**src/rtl/add_share_arb_pkg.sv**
```systemverilog
// Shared types and widths for the add_share_arb adder-sharing arbiter.
package add_share_arb_pkg;

    localparam int DATA_W     = 32;
    localparam int PERF_CNT_W = 16;

    localparam logic OP_ADD = 1'b0;
    localparam logic OP_SUB = 1'b1;

    typedef enum logic {
        IDLE = 1'b0,
        SUB2 = 1'b1
    } state_t;

endpackage

```
**src/rtl/add_share_arb_rr_arbiter.sv**
```systemverilog
// Round-robin arbiter: the winner is the first request at or after pointer+1,
// and the pointer moves to the winner whenever a grant is issued.
module rr_arbiter #(
    parameter int NUM_REQ = 4,
    parameter int IDX_W   = (NUM_REQ > 1) ? $clog2(NUM_REQ) : 1
) (
    input  logic               clk,
    input  logic               rst,
    input  logic [NUM_REQ-1:0] req_i,
    input  logic               en_i,
    output logic [NUM_REQ-1:0] gnt_o,
    output logic [IDX_W-1:0]   idx_o
);

    logic [IDX_W-1:0] ptr_q;
    logic [IDX_W-1:0] ptr_d;
    logic [IDX_W-1:0] cand;
    logic             found;

    always_comb begin
        gnt_o = '0;
        idx_o = '0;
        cand  = '0;
        found = 1'b0;
        for (int k = 1; k <= NUM_REQ; k++) begin
            cand = IDX_W'((int'(ptr_q) + k) % NUM_REQ);
            if (en_i && !found && req_i[cand]) begin
                found       = 1'b1;
                idx_o       = cand;
                gnt_o[cand] = 1'b1;
            end
        end
    end

    always_comb begin
        ptr_d = ptr_q;
        if (found) begin
            ptr_d = idx_o;
        end
    end

    // Pointer starts at the last requester so requester 0 wins first.
    always_ff @(posedge clk) begin
        if (rst) begin
            ptr_q <= IDX_W'(NUM_REQ - 1);
        end else begin
            ptr_q <= ptr_d;
        end
    end

endmodule

```
**src/rtl/std_Add.sv**
```systemverilog
// 32-bit combinational adder, sum wraps modulo 2^32, no carry in or out.
module std_Add
    import add_share_arb_pkg::*;
(
    input  logic [DATA_W-1:0] a_i,
    input  logic [DATA_W-1:0] b_i,
    output logic [DATA_W-1:0] sum_o
);

    assign sum_o = a_i + b_i;

endmodule

```
**src/rtl/add_share_arb.sv**
```systemverilog
// Shares one std_Add between NUM_REQ requesters; SUB runs as two passes (~b+1, then a+tmp).
// States: IDLE | arbitrate, ADD or SUB pass 1 ; SUB2 | SUB pass 2, wait for a free slot.
// Optional per-requester grant counters with `define ADD_SHARE_ARB_PERF_EN.
module add_share_arb
    import add_share_arb_pkg::*;
#(
    parameter int NUM_REQ = 4,
    parameter int ID_W    = 3
) (
    input  logic                      clk,
    input  logic                      rst,
    input  logic [NUM_REQ-1:0]        req_valid,
    output logic [NUM_REQ-1:0]        req_ready,
    input  logic [NUM_REQ-1:0]        req_op,
    input  logic [NUM_REQ*DATA_W-1:0] req_a,
    input  logic [NUM_REQ*DATA_W-1:0] req_b,
    output logic                      rsp_valid,
    input  logic                      rsp_ready,
    output logic [ID_W-1:0]           rsp_id,
    output logic [DATA_W-1:0]         rsp_sum
`ifdef ADD_SHARE_ARB_PERF_EN
    ,
    output logic [NUM_REQ*PERF_CNT_W-1:0] perf_grant_cnt
`endif
);

    localparam int IDX_W = (NUM_REQ > 1) ? $clog2(NUM_REQ) : 1;

    state_t              state_q, state_d;
    logic                rsp_valid_q, rsp_valid_d;
    logic [ID_W-1:0]     rsp_id_q, rsp_id_d;
    logic [DATA_W-1:0]   rsp_sum_q, rsp_sum_d;
    logic [DATA_W-1:0]   tmp_q, tmp_d;
    logic [DATA_W-1:0]   a_lat_q, a_lat_d;
    logic [ID_W-1:0]     id_lat_q, id_lat_d;

    logic                slot_free;
    logic                arb_en;
    logic [NUM_REQ-1:0]  gnt;
    logic [IDX_W-1:0]    gnt_idx;
    logic                granted;
    logic                win_op;
    logic [DATA_W-1:0]   win_a, win_b;
    logic [DATA_W-1:0]   add_a, add_b, add_sum;

    assign slot_free = !rsp_valid_q || rsp_ready;
    assign arb_en    = !rst && (state_q == IDLE) && slot_free;

    rr_arbiter #(
        .NUM_REQ (NUM_REQ),
        .IDX_W   (IDX_W)
    ) u_arb (
        .clk   (clk),
        .rst   (rst),
        .req_i (req_valid),
        .en_i  (arb_en),
        .gnt_o (gnt),
        .idx_o (gnt_idx)
    );

    assign granted   = |gnt;
    assign req_ready = gnt;
    assign win_op    = req_op[gnt_idx];
    assign win_a     = req_a[int'(gnt_idx)*DATA_W +: DATA_W];
    assign win_b     = req_b[int'(gnt_idx)*DATA_W +: DATA_W];

    // Operands are parked at zero when nothing uses the adder.
    always_comb begin
        add_a = '0;
        add_b = '0;
        if (state_q == SUB2) begin
            add_a = a_lat_q;
            add_b = tmp_q;
        end else if (granted) begin
            if (win_op == OP_SUB) begin
                add_a = ~win_b;
                add_b = DATA_W'(1);
            end else begin
                add_a = win_a;
                add_b = win_b;
            end
        end
    end

    std_Add u_add (
        .a_i   (add_a),
        .b_i   (add_b),
        .sum_o (add_sum)
    );

    always_comb begin
        state_d     = state_q;
        rsp_valid_d = rsp_valid_q;
        rsp_id_d    = rsp_id_q;
        rsp_sum_d   = rsp_sum_q;
        tmp_d       = tmp_q;
        a_lat_d     = a_lat_q;
        id_lat_d    = id_lat_q;
        case (state_q)
            IDLE: begin
                if (granted && (win_op == OP_SUB)) begin
                    tmp_d    = add_sum;
                    a_lat_d  = win_a;
                    id_lat_d = ID_W'(gnt_idx);
                    state_d  = SUB2;
                    if (rsp_valid_q && rsp_ready) begin
                        rsp_valid_d = 1'b0;
                    end
                end else if (granted) begin
                    rsp_sum_d   = add_sum;
                    rsp_id_d    = ID_W'(gnt_idx);
                    rsp_valid_d = 1'b1;
                end else if (rsp_valid_q && rsp_ready) begin
                    rsp_valid_d = 1'b0;
                end
            end
            SUB2: begin
                if (slot_free) begin
                    rsp_sum_d   = add_sum;
                    rsp_id_d    = id_lat_q;
                    rsp_valid_d = 1'b1;
                    state_d     = IDLE;
                end
            end
            default: begin
                state_d = IDLE;
            end
        endcase
    end

    always_ff @(posedge clk) begin
        if (rst) begin
            state_q     <= IDLE;
            rsp_valid_q <= 1'b0;
            rsp_id_q    <= '0;
            rsp_sum_q   <= '0;
            tmp_q       <= '0;
            a_lat_q     <= '0;
            id_lat_q    <= '0;
        end else begin
            state_q     <= state_d;
            rsp_valid_q <= rsp_valid_d;
            rsp_id_q    <= rsp_id_d;
            rsp_sum_q   <= rsp_sum_d;
            tmp_q       <= tmp_d;
            a_lat_q     <= a_lat_d;
            id_lat_q    <= id_lat_d;
        end
    end

    assign rsp_valid = rsp_valid_q;
    assign rsp_id    = rsp_id_q;
    assign rsp_sum   = rsp_sum_q;

`ifdef ADD_SHARE_ARB_PERF_EN
    logic [PERF_CNT_W-1:0] perf_q [NUM_REQ];

    always_ff @(posedge clk) begin
        if (rst) begin
            for (int i = 0; i < NUM_REQ; i++) begin
                perf_q[i] <= '0;
            end
        end else begin
            for (int i = 0; i < NUM_REQ; i++) begin
                if (gnt[i] && (perf_q[i] != '1)) begin
                    perf_q[i] <= perf_q[i] + 1'b1;
                end
            end
        end
    end

    always_comb begin
        perf_grant_cnt = '0;
        for (int i = 0; i < NUM_REQ; i++) begin
            perf_grant_cnt[i*PERF_CNT_W +: PERF_CNT_W] = perf_q[i];
        end
    end
`endif

endmodule

```
**config.mk**
```make
export PLATFORM = sky130hd
export DESIGN_NAME = add_share_arb
export DESIGN_NICKNAME = d
export VERILOG_FILES = /design/src/rtl/add_share_arb_pkg.sv /design/src/rtl/add_share_arb_rr_arbiter.sv /design/src/rtl/std_Add.sv /design/src/rtl/add_share_arb.sv
export SDC_FILE = /design/constraint.sdc
export NUM_CORES = 1
export LEC_CHECK = 0
export CORE_AREA = 2 2 134 136
export DETAILED_ROUTE_END_ITERATION = 12
export DIE_AREA = 0 0 136 138
export PLACE_DENSITY = 0.95
export REMOVE_ABC_BUFFERS = 1
export SLEW_MARGIN = 20
export SYNTH_ARGS = -nofsm -noshare
export SYNTH_HDL_FRONTEND = slang
export SYNTH_SLANG_ARGS = --single-unit
```
**constraint.sdc**
```tcl
create_clock -name clk -period 12.4 [get_ports clk]
set_clock_uncertainty 0.05 [all_clocks]
set_input_delay 2.48 -clock clk [delete_from_list [all_inputs] [get_ports clk]]
set_output_delay 2.48 -clock clk [all_outputs]
set_load 0.03 [all_outputs]
```
# Word-level counts from Yosys, hierarchy flattened
# Index checks and enable logic that the tools add are counted.
[word_totals] in_bits=267 ramBits=0 latchBits=0 romBits=0 regBits=105 n_memories=0
[classes] n_mux=52 bitwise=5 shifts=2 div=0 n_addsub=5 multipliers=0 reduce_logical=24 eq_ne=3 order_cmp=9
[op_table] operator="$mux 32" n=9
[op_table] operator="$shiftx 128x8->32" n=2
[op_table] operator="$pmux 32 s2" n=1
[op_table] operator="$add 32x32->32" n=1
[op_table] operator="$not 32->32" n=1
[op_table] operator="$mux 1" n=19
[op_table] operator="$mux 4" n=4
[op_table] operator="$logic_and 1x1->1" n=15
[op_table] operator="$lt 2x3->1 const B" n=5
[op_table] operator="$or 4x4->4" n=3
[op_table] operator="$bmux 1 s2" n=5
[op_table] operator="$mux 3" n=3
[op_table] operator="$demux 1 s2" n=4
[op_table] operator="$ge 2x1->1 const B" n=4
[op_table] operator="$mux 2" n=4
[op_table] operator="$pmux 3 s2" n=1
[op_table] operator="$logic_not 1->1" n=5
[op_table] operator="$add 2x1->2 const B" n=2
[op_table] operator="$add 2x2->2 const B" n=2
[op_table] operator="$ne 2x2->1 const B" n=2
[op_table] operator="$pmux 1 s2" n=2
[op_table] operator="$reduce_or 4->1" n=1
[op_table] operator="$reduce_and 3->1" n=1
[op_table] operator="$ne 2x1->1 const B" n=1
[op_table] operator="3 further kinds" n=3

# Depth between registers and ports, before layout
# Gate-level depths: netlist of the first run.
[logic_depth] ltp_word=26 depth_mapped=28 mapped_depth_nobuf=24

# Modules after synthesis
# From an unflattened synthesis of the first run, not the netlist that was laid out.
[unflattened] hier_cells=1056 area_unflattened_um2=9011.1
[by_module_without_submodules] module="add_share_arb" n_inst=1 cells_per_inst=753 area_each_um2=6722.7 seq_area_each_um2=2042.0
[by_module_without_submodules] module="std_Add" n_inst=1 cells_per_inst=236 area_each_um2=1725.4 seq_area_each_um2=0.0
[by_module_without_submodules] module="rr_arbiter" n_inst=1 cells_per_inst=67 area_each_um2=563.0 seq_area_each_um2=40.0

# Worst setup path after synthesis of the first run
# OpenSTA, ideal clock, no wires.
[synth_path] kind="input-to-reg" start="input port req_valid[2]" end="register rsp_sum_q[25] (netlist: rsp_sum[25])" slack_ns=5.266 required_time_ns=12.280 n_path_buf=3 arrival_time_ns=7.013 cell_stages=22 setup_ns=0.070 cell_sequence="mux4_2 buf_2 nor4_1 nand3_1 o32ai_2 clkbuf_1 buf_1 a211oi_1 a31oi_1 a21oi_1 o21ai_0 ha_1 a211oi_1 o21bai_1 o2111ai_1 nand4b_1 a31oi_1 o21a_1 or4b_2 nand4_1 nand2_1 a21oi_1"
[synth_via] elab_chain_len=25 elab_cells_between_ends=53
[synth_lines] item="start: declaration" line_no="add_share_arb.sv:12" source="input logic [NUM_REQ-1:0] req_valid,"
[synth_lines] item="$bmux 1 s2" line_no="add_share_arb_rr_arbiter.sv:27" source="if (en_i && !found && req_i[cand]) begin"
[synth_lines] item="$mux 1 (not written as such)" line_no="add_share_arb_rr_arbiter.sv:27"
[synth_lines] item="$logic_and 1x1->1" line_no="add_share_arb_rr_arbiter.sv:27"
[synth_lines] item="$mux 1" line_no="add_share_arb_rr_arbiter.sv:27"
[synth_lines] item="$logic_not 1->1" line_no="add_share_arb_rr_arbiter.sv:27"
[synth_lines] item="$logic_and 1x1->1 (2 in a row)" line_no="add_share_arb_rr_arbiter.sv:27"
[synth_lines] item="$mux 1" line_no="add_share_arb_rr_arbiter.sv:27"
[synth_lines] item="$logic_not 1->1" line_no="add_share_arb_rr_arbiter.sv:27"
[synth_lines] item="[... 8 more ...]"
[synth_lines] item="$not 32->32 or $mux 1 (tied branches)" line_no="add_share_arb.sv:76, add_share_arb.sv:63"
[synth_lines] item="$mux 32" line_no="add_share_arb.sv:75" source="if (win_op == OP_SUB) begin"
[synth_lines] item="$mux 32" line_no="add_share_arb.sv:74" source="end else if (granted) begin"
[synth_lines] item="$mux 32" line_no="add_share_arb.sv:71" source="if (state_q == SUB2) begin"
[synth_lines] item="$add 32x32->32" line_no="std_Add.sv:10" source="assign sum_o = a_i + b_i;"
[synth_lines] item="$mux 32" line_no="add_share_arb.sv:109" source="end else if (granted) begin"
[synth_lines] item="$mux 32" line_no="add_share_arb.sv:101" source="if (granted && (win_op == OP_SUB)) begin"
[synth_lines] item="$pmux 32 s2" line_no="add_share_arb.sv:99" source="case (state_q)"
[synth_lines] item="end signal: assignment" line_no="add_share_arb.sv:144" source="rsp_sum_q <= rsp_sum_d;"
[synth_lines] item="end: declaration" line_no="add_share_arb.sv:32" source="logic [DATA_W-1:0] rsp_sum_q, rsp_sum_d;"
# Several ways; a longest one is shown, not always the timed one. The select of a mux whose other input is x is not followed.
# A chain may end at the register's enable or synchronous reset.

# Final worst setup path of the first run
[layout_path] start="input port req_valid[3]" end="register rsp_sum_q[30] (netlist: rsp_sum[30])"
# The elaborated chain is that of the path after synthesis.

==> results.cfg, run 1 <==
[grt]
antenna_found_initial = 0
grt_pass1_wl_um = 46600
grt_pass1_vias = 9844
grt.total_usage_pct = 30.1
grt_max_degree = 125
grt-ovfl-total = 0

[place]
placed_cells = 1710
pre_cts_slack_ns = 3.84
place_hpwl_um = 20800
gp_congestion = 0.961
port-buffer-count = 305

[floorplanning]
die_h_um = 138
fp.dieW_um = 136
initial_core_util_pct = 48.7
core_um2 = 17500
dieArea_um2 = 18800
row_count = 49
ios = 307

[timing]
timing.setup.tns_ns = 0
period_share_pct = 67.5
finalSetupViolations = 0
setup_slack_ns = 4.03
relSlewSlack_pct = 28.7
min_period_ns = 8.37
rsz0062_at_grt = false
hold_violations = 0
drv_slew = 0
fmax_mhz = 120
max_slew.worst_pin.slew_ns = 1.07

[synthesis]
yosysTopAreaCellShare_pct = 24.4
syn_inst = 1266
synth.area.top_cells = dfxtp_1 24%, nand2_1 15%, a21oi_1 9.0%
seq_area_frac_synth_pct = 24.4
ys.warnings.count = 0
synth_area_per_cell_um2 = 6.75
synth_edf_count = 0
synthArstFlopShare_pct = 0
ys.flop_type = dfxtp_1
yosysTopAreaCell = dfxtp_1
ys_ff_latch = 104
syn_area_um2 = 8540
synth_cell_types = 58

[clock_network]
tritoncts.num_buffers = 9
postCtsSetupBuffers = 0
htree_levels = 3
clkSinkCount = 104
cts-root-buf = clkbuf_16
clk_latency_ns = 0.36
hold_buffers = 0
path_clk_slew_ns = 0.07
cts_resized = 0
clk_path_buf_depth = 2
cts_tree = done

[worst_setup_path]
crit_fanout = 62
cp-end-kind = register
path_depth = 23
crit_chain = clkdlybuf4s50_1 > mux4_2 > nor2b_1 > or3_1 > nand3_4 > buf_4 > a211oi_1 > a31oi_1 > nor2_1 > a21oi_1 > o21ai_0 > ha_1 > fa_1 > a21o_1 > a21oi_1 > o21ai_0 > nand4_1 > a21oi_1 > o21ai_0 > a211oi_1 > or3_1 > nand3_1 > a21oi_1
cp.arrival_ns = 8.52
r2r_cells = 24
critical_path.max_stage_delay_ns = 0.60
critPathMostFrequentCell = a21oi_1
crit_slowest_cell = buf_4
path_class = input pin to register
cp.required_ns = 12.56
crit_family = compound AO/OA/AOI/OAI gates
cp-start-kind = input pin
cp_num_buf_inv = 2

[drt]
drt_first_pass_iters = 6
drt_drc_violations_left = 0
drt_iter0_markers = 854
num_vias = 10200
viasPerCell = 5.94
wl_um = 29300
wl_per_cell_um = 17.0
postRouteAntennaNets = 0

[power]
p_total_uw = 3270
leakage_uw = 0.00450
vdd_drop_max_mv = 0.176
powerDensity_nw_per_um2 = 275

[min_path]
hold_path_class = register to register
whs_path_depth = 2

[job]
drv_cap = 0

[finish]
layout_common_cells = 343 x nand2_1, 304 x clkdlybuf4s50_1, 153 x a21oi_1
drive_above_1_share_pct = 4.01
nets = 1795
area_delta_synth_final_pct = 39.2
fillerInstances = 1440
final_common_cell = nand2_1
fin_cells = 1725
antenna_cells = 0

[outcome]
status = complete, no violations
kinds of logic (layout without fill, tap and decap cells):
| family | after synthesis | count (layout) | synth area share, % |
|---|---|---|---|
| simple gates | 527 | 527 | 26.4 |
| compound gates | 419 | 419 | 30.7 |
| buf+inv | 126 | 356 | 6.20 |
| flops | 104 | 104 | 24.4 |
| fa+ha+maj | 36 | 36 | 5.36 |
| xor+xnor | 27 | 27 | 2.77 |
| mux | 26 | 26 | 4.19 |
| other cells | 1 | 1 | 0.0439 |
sequential cells by signal, indices dropped and copies added, names as in the netlist:
name         flops
a_lat_q         32
id_lat_q         2
rsp_id           2
rsp_sum         32
rsp_valid        1
state_q          1
tmp_q           32
u_arb.ptr_q      2
worst register-to-register path, cell delays in order, from the launching register on:
cell	delay (ns)
dfxtp_1	0.71
inv_1	0.18
ha_1	0.50
mux4_2	0.59
nor2b_1	0.18
or3_1	0.37
nand3_4	0.44
buf_4	0.61
a211oi_1	0.19
a31oi_1	0.22
nor2_1	0.06
a21oi_1	0.16
o21ai_0	0.13
ha_1	0.28
fa_1	0.42
a21o_1	0.17
a21oi_1	0.28
o21ai_0	0.26
nand4_1	0.19
a21oi_1	0.12
o21ai_0	0.23
a211oi_1	0.12
or3_1	0.35
nand3_1	0.10
a21oi_1	0.07
where the power goes:
group	switching (uW)	leakage [uW]	internal, uW
Sequential	82.5	0.000847	477
Clock	130	0.000145	161
Combinational	1550	0.00350	874
Total	1760	0.00450	1510
cells in the mapped netlist (4+ instances only):
master    count
nor2_1       70
a21oi_1     154
ha_1         35
inv_1        23
nand2_1     343
nand4_1       4
mux2i_1      11
or3_1         4
xnor2_1      20
buf_2        18
nand3_1      18
a211oi_1     71
mux4_2        7
dfxtp_1     104
a22o_1       30
xor2_1        7
and2_1       52
and2_0        6
a31oi_1      61
mux2_2        8
nor3_1        5
clkbuf_1     72
o21a_1        7
nand2b_1      7
a21o_1       14
nor2b_1       5
buf_1         5
o21ai_0      55
cell type report:
cell class	count	area, um^2	share of cell area (%)
multi-input combinational	1036	5980	50.3
timing repair buffer	316	3150	26.5
sequential	104	2080	17.5
tap	229	287	2.41
clock buffer	10	239	2.01
inverter	25	93.8	0.789
clock inverter	5	56.3	0.474
metrics by stage:
step	instance area [um^2]	hold WS [ns]	util, %
5_1_grt	11900	0.426	67.8
3_5_place_dp	11600	0.394	66.1
4_1_cts	11900	0.403	67.8
6_report	11900	0.403	67.8
3_3_place_gp	11600	0.388	66.1
2_1_floorplan	8110	0.376	-
path summary, 6_finish.rpt:
| check | to | slack [ns] | start |
|---|---|---|---|
| worst max-delay path | rsp_sum[30] | 4.03 | req_valid[3] |
| worst min-delay path | rsp_sum[9] | 0.40 | rsp_sum[9] |
| worst max register to register | rsp_sum[30] | 5.27 | u_arb.ptr_q[0] |
| worst min register to register | rsp_sum[9] | 0.40 | rsp_sum[9] |
metal layers:
layer	vias to the layer above	track usage (%)	share of wire (%)
li1	4900	-	-
met1	4684	37.0	38
met2	567	50.1	48
met3	96	5.76	9.5
met4	0	14.6	4.0
met5	-	0	0
(Power assumes the default switching activity.)
==> inputs of run 2 (changes only) <==
- CORE_AREA: 2 2 134 136 -> 2 2 140 142
- DIE_AREA: 0 0 136 138 -> 0 0 142 144
- PLACE_DENSITY: 0.95 -> 0.89
- clock period: 12.4 -> 8.2 ns (I/O delays scaled with it)
==> results.cfg, run 2 (same netlist as run 1, synthesis figures left out) <==
[outcome]
status = complete, no violations

[finish]
multi_input_area_um2 = 5980
nets = 1801
antenna_cells = 0
layout_common_cells = 343 x nand2_1, 304 x clkdlybuf4s50_1, 153 x a21oi_1
seq_area_um2 = 2080
drive_above_1_share_pct = 4.46
fin_cells = 1741
final_common_cell = nand2_1
fillerInstances = 1621
area_delta_synth_final_pct = 40.1

[grt]
antenna_found_initial = 0
grt.total_usage_pct = 26.4
grt_max_degree = 107
grt_pass1_wl_um = 44300
grt_pass1_vias = 9152
grt-ovfl-total = 0

[clock_network]
cts_resized = 0
hold_buffers = 0
htree_levels = 3
cts-root-buf = clkbuf_16
cts_tree = done
tritoncts.num_buffers = 9
clk_latency_ns = 0.36
clk_path_buf_depth = 2
postCtsSetupBuffers = 0
path_clk_slew_ns = 0.07
clkSinkCount = 104

[timing]
timing.setup.tns_ns = 0
hold_violations = 0
fmax_mhz = 137
max_slew.worst_pin.slew_ns = 1.07
whs_ns = 0.399
rsz0062_at_grt = false
relSlewSlack_pct = 28.4
period_share_pct = 88.9
min_period_ns = 7.29
finalSetupViolations = 0
drv_slew = 0

[drt]
drt_iter0_markers = 894
postRouteAntennaNets = 0
drt_first_pass_iters = 6
num_vias = 10100
wl_um = 28300
wl_per_cell_um = 16.3
viasPerCell = 5.78
drt_drc_violations_left = 0

[power]
leakage_uw = 0.00453
p_total_uw = 4960
powerDensity_nw_per_um2 = 415
vdd_drop_max_mv = 0.288

[place]
port-buffer-count = 305
gp_congestion = 0.931
place_hpwl_um = 20500
placed_cells = 1725

[floorplanning]
die_h_um = 144
core_um2 = 19100
fp.dieW_um = 142
ios = 307
row_count = 51
dieArea_um2 = 20400
initial_core_util_pct = 44.8

[worst_setup_path]
critical_path.max_stage_delay_ns = 0.63
cp.required_ns = 8.43
r2r_slack_ns = 1.39
path_class = input pin to register
cp-start-kind = input pin
cp.arrival_ns = 7.52
cp_num_buf_inv = 2
cp-end-kind = register
crit_family = compound AO/OA/AOI/OAI gates
critPathMostFrequentCell = a21oi_1
crit_fanout = 37
crit_chain = clkdlybuf4s50_1 > mux4_2 > a21oi_1 > and3_4 > buf_4 > and2_0 > a211oi_1 > a31oi_1 > nor2_1 > o21ai_0 > ha_1 > fa_1 > a21o_1 > a21oi_1 > o21ai_0 > nand4_1 > a21oi_1 > nor2_1 > o21a_1 > o311ai_0 > nand2_1 > a21oi_1
crit_slowest_cell = mux4_2

[job]
drv_cap = 0

[min_path]
hold_path_class = register to register
[run 2: final cells by class]
class                      instances  area share (%)
clock buffer                      11            2.11
clock inverter                     5           0.533
inverter                          25           0.784
multi-input combinational       1036            50.0
sequential                       104            17.4
tap                              238            2.49
timing repair buffer             322            26.7
[run 2: power breakdown]
| group | total, uW | switching [uW] | leakage (uW) | internal [uW] |
|---|---|---|---|---|
| clock network | 460 | 204 | 0.000152 | 256 |
| logic | 3660 | 2320 | 0.00353 | 1340 |
| registers | 839 | 118 | 0.000847 | 721 |
[run 2: worst paths after layout]
kind                  to           start  cells past startpoint
max reg2reg    tmp_q[28]  u_arb.ptr_q[0]                     24
min reg2reg  rsp_sum[16]     rsp_sum[16]                      2
min          rsp_sum[16]     rsp_sum[16]                      2
max            tmp_q[28]    req_valid[2]                     22
[run 2: stage by stage]
| stage | cell area (um^2) | setup WS (ns) | utilization (%) |
|---|---|---|---|
| 2_1_floorplan | 8110 | -2.52 | - |
| 6_report | 12000 | 0.908 | 62.7 |
| 3_3_place_gp | 11600 | 0.836 | 61.1 |
| 5_1_grt | 12000 | 0.420 | 62.7 |
| 4_1_cts | 12000 | 0.904 | 62.7 |
| 3_5_place_dp | 11600 | 0.679 | 61.1 |
[run 2: worst reg2reg max path, cell delays in order, from the launching register on]
cell,delay (ns)
dfxtp_1,0.70
inv_1,0.18
ha_1,0.49
mux4_2,0.59
nand2b_1,0.20
nand3_1,0.16
and3_4,0.46
buf_4,0.42
and2_0,0.18
a211oi_1,0.05
a31oi_1,0.26
nor2_1,0.09
o21ai_0,0.21
ha_1,0.27
fa_1,0.25
a21o_1,0.12
a21oi_1,0.10
o21ai_0,0.42
nand4_1,0.18
a21oi_1,0.28
nor2_1,0.12
o21a_1,0.22
o311ai_0,0.46
nand2_1,0.11
a21oi_1,0.15
[run 2: layer usage]
layer  GRT usage, %  wire length [um]
met5              0                 0
met4           10.9              1040
met3           4.40              2030
met2           45.7             13600
met1           32.6             11600
==> inputs of run 3 (changes only) <==
- CORE_AREA: 2 2 140 142 -> 2 2 142 144
- DIE_AREA: 0 0 142 144 -> 0 0 144 146
- SYNTH_HIERARCHICAL: unset -> 1
==> results.cfg, run 3 <==
[finish]
final_core_util_pct = 64.2
antenna_cells = 0
final_common_cell = clkdlybuf4s50_1
fillerInstances = 1623
area_delta_synth_final_pct = 37.7
fin_cells = 1571
nets = 1607
finalInstanceArea_um2 = 12400
layout_common_cells = 304 x clkdlybuf4s50_1, 227 x nand2_1, 103 x dfxtp_1
drive_above_1_share_pct = 8.73

[clock_network]
clk_path_buf_depth = 2
postCtsSetupBuffers = 0
cts_resized = 0
path_clk_slew_ns = 0.07
cts-root-buf = clkbuf_16
clkSinkCount = 104
cts_tree = done
hold_buffers = 0
htree_levels = 3
tritoncts.num_buffers = 9
clk_latency_ns = 0.36

[synthesis]
synth_cell_types = 71
syn_inst = 1056
yosysMostFrequentCell = nand2_1
synthArstFlopShare_pct = 0
synth_area_per_cell_um2 = 8.53
ys.flop_type = dfxtp_1
seq_area_frac_synth_pct = 23.1
yosysTopAreaCell = dfxtp_1
synth_edf_count = 0
ys_ff_latch = 104
syn_area_um2 = 9010
ys.warnings.count = 6
synth.area.top_cells = dfxtp_1 23%, mux4_2 14%, nand2_1 9.5%
yosysTopAreaCellShare_pct = 23.1
synth_common_cells = 227 x nand2_1, 104 x dfxtp_1, 98 x nand2b_1, 96 x a21oi_1, 59 x o21ai_0

[grt]
grt.met2_usage_pct = 46.4
grt_pass1_wl_um = 43400
grt-ovfl-total = 0
grt_use_met3_pct = 5.56
grt_pass1_vias = 9105
grt.met1_usage_pct = 30.3
antenna_found_initial = 0
grt.total_usage_pct = 25.5
grt_max_degree = 104
top_usage_layer = met2

[min_path]
whs_path_depth = 2
hold_path_class = register to register

[worst_setup_path]
cp.arrival_ns = 7.30
r2r_cells = 20
cp.required_ns = 8.44
critPathCapture = tmp_q[24]
crit_slowest_cell = mux4_2
crit_start = req_valid[2]
critical_path.max_stage_delay_ns = 0.65
crit_family = compound AO/OA/AOI/OAI gates
cp-start-kind = input pin
path_depth = 19
path_class = input pin to register
r2r_slack_ns = 1.67
crit_fanout = 23
cp-end-kind = register
regToRegStartpoint = u_arb/ptr_q[0]
crit_chain = clkdlybuf4s50_1 > mux4_2 > nor4_4 > mux2i_4 > mux4_2 > buf_4 > nand2b_1 > o21ai_1 > a22o_2 > ha_1 > a211oi_1 > o21ai_0 > a221o_1 > a31oi_1 > o21ai_0 > a21oi_1 > xnor2_1 > nand2_1 > a21oi_1
cp_num_buf_inv = 2
r2r_end = tmp_q[24]

[timing]
whs_ns = 0.405
relSlewSlack_pct = 30.8
period_share_pct = 86.1
hold_violations = 0
fmax_mhz = 142
min_period_ns = 7.06
drv_slew = 0
finalSetupViolations = 0
max_slew.worst_pin.slew_ns = 1.04
rsz0062_at_grt = false

[drt]
wl_per_cell_um = 17.0
postRouteAntennaNets = 0
drt_first_pass_iters = 5
num_vias = 8954
drt_iter0_markers = 604
drt_drc_violations_left = 0
wl_um = 26800
viasPerCell = 5.70

[floorplanning]
row_count = 51
dieArea_um2 = 21000
core_um2 = 19300
die_h_um = 146
ios = 307
initial_core_util_pct = 46.6
fp.dieW_um = 144

[place]
place_hpwl_um = 20600
gp_congestion = 0.914
postPlaceCellArea_um2 = 12100
port-buffer-count = 305
placed_cells = 1555

[power]
leakage_uw = 0.00464
vdd_drop_max_mv = 0.182
powerDensity_nw_per_um2 = 339

[job]
drv_cap = 0

[outcome]
status = complete, no violations
## run 3: power breakdown
group / switching, uW / internal (uW) / leakage [uW]
Combinational: 1730 / 1280 / 0.00365
Sequential: 101 / 641 / 0.000845
Clock: 195 / 252 / 0.000148
Total: 2030 / 2170 / 0.00464
## run 3: worst min path at each step
stage | from | endpoint
2_1_floorplan | id_lat_q[0] | id_lat_q[0]
3_3_place_gp | tmp_q[21] | tmp_q[21]
3_5_place_dp | tmp_q[5] | tmp_q[5]
4_1_cts | a_lat_q[4] | a_lat_q[4]
5_1_grt | a_lat_q[10] | a_lat_q[10]
6_report | a_lat_q[18] | a_lat_q[18]
## run 3: final cells by class
| type | count | area [um^2] | share of cell area, % |
|---|---|---|---|
| Timing Repair Buffer | 321 | 3200 | 25.7 |
| Tap cell | 265 | 332 | 2.67 |
| Clock buffer | 11 | 253 | 2.04 |
| Sequential cell | 104 | 2090 | 16.8 |
| Multi-Input combinational cell | 853 | 6440 | 51.9 |
| Clock inverter | 5 | 55.1 | 0.444 |
| Inverter | 12 | 45.0 | 0.363 |
## run 3: worst register-to-register path: stages, from the launching register on
cell      delay, ns
dfxtp_1        0.69
inv_1          0.28
ha_1           0.47
mux4_2         0.48
nor4_4         0.50
mux2i_4        0.43
mux4_2         0.44
buf_4          0.31
nand2b_1       0.15
o21ai_1        0.06
a22o_2         0.23
ha_1           0.41
a211oi_1       0.34
o21ai_0        0.16
a221o_1        0.36
a31oi_1        0.41
o21ai_0        0.15
a21oi_1        0.19
xnor2_1        0.15
nand2_1        0.07
a21oi_1        0.12
## run 3: cells by family after synthesis
logic type	Yosys count	synth area share [%]
fa+ha+maj	39	5.50
simple gates	398	20.9
xor+xnor	30	2.92
compound gates	274	19.5
mux	111	22.3
other cells	1	0.0416
flops	104	23.1
buf+inv	99	5.76
## run 3: per-layer routing
| layer | up-vias | routed length (um) |
|---|---|---|
| met5 | - | 0 |
| met4 | 0 | 418 |
| met3 | 42 | 1870 |
| met2 | 347 | 14000 |
| met1 | 4268 | 10500 |
| li1 | 4297 | - |
## run 3: metrics by stage
step                TNS [ns]  worst slack [ns]  total power [uW]
floorplan            -325.18             -4.16              2930
global placement           0             0.971              3680
detailed placement         0             0.848              3740
CTS                        0              1.20              4200
global route               0             0.771              4530
finish                     0              1.14              4200
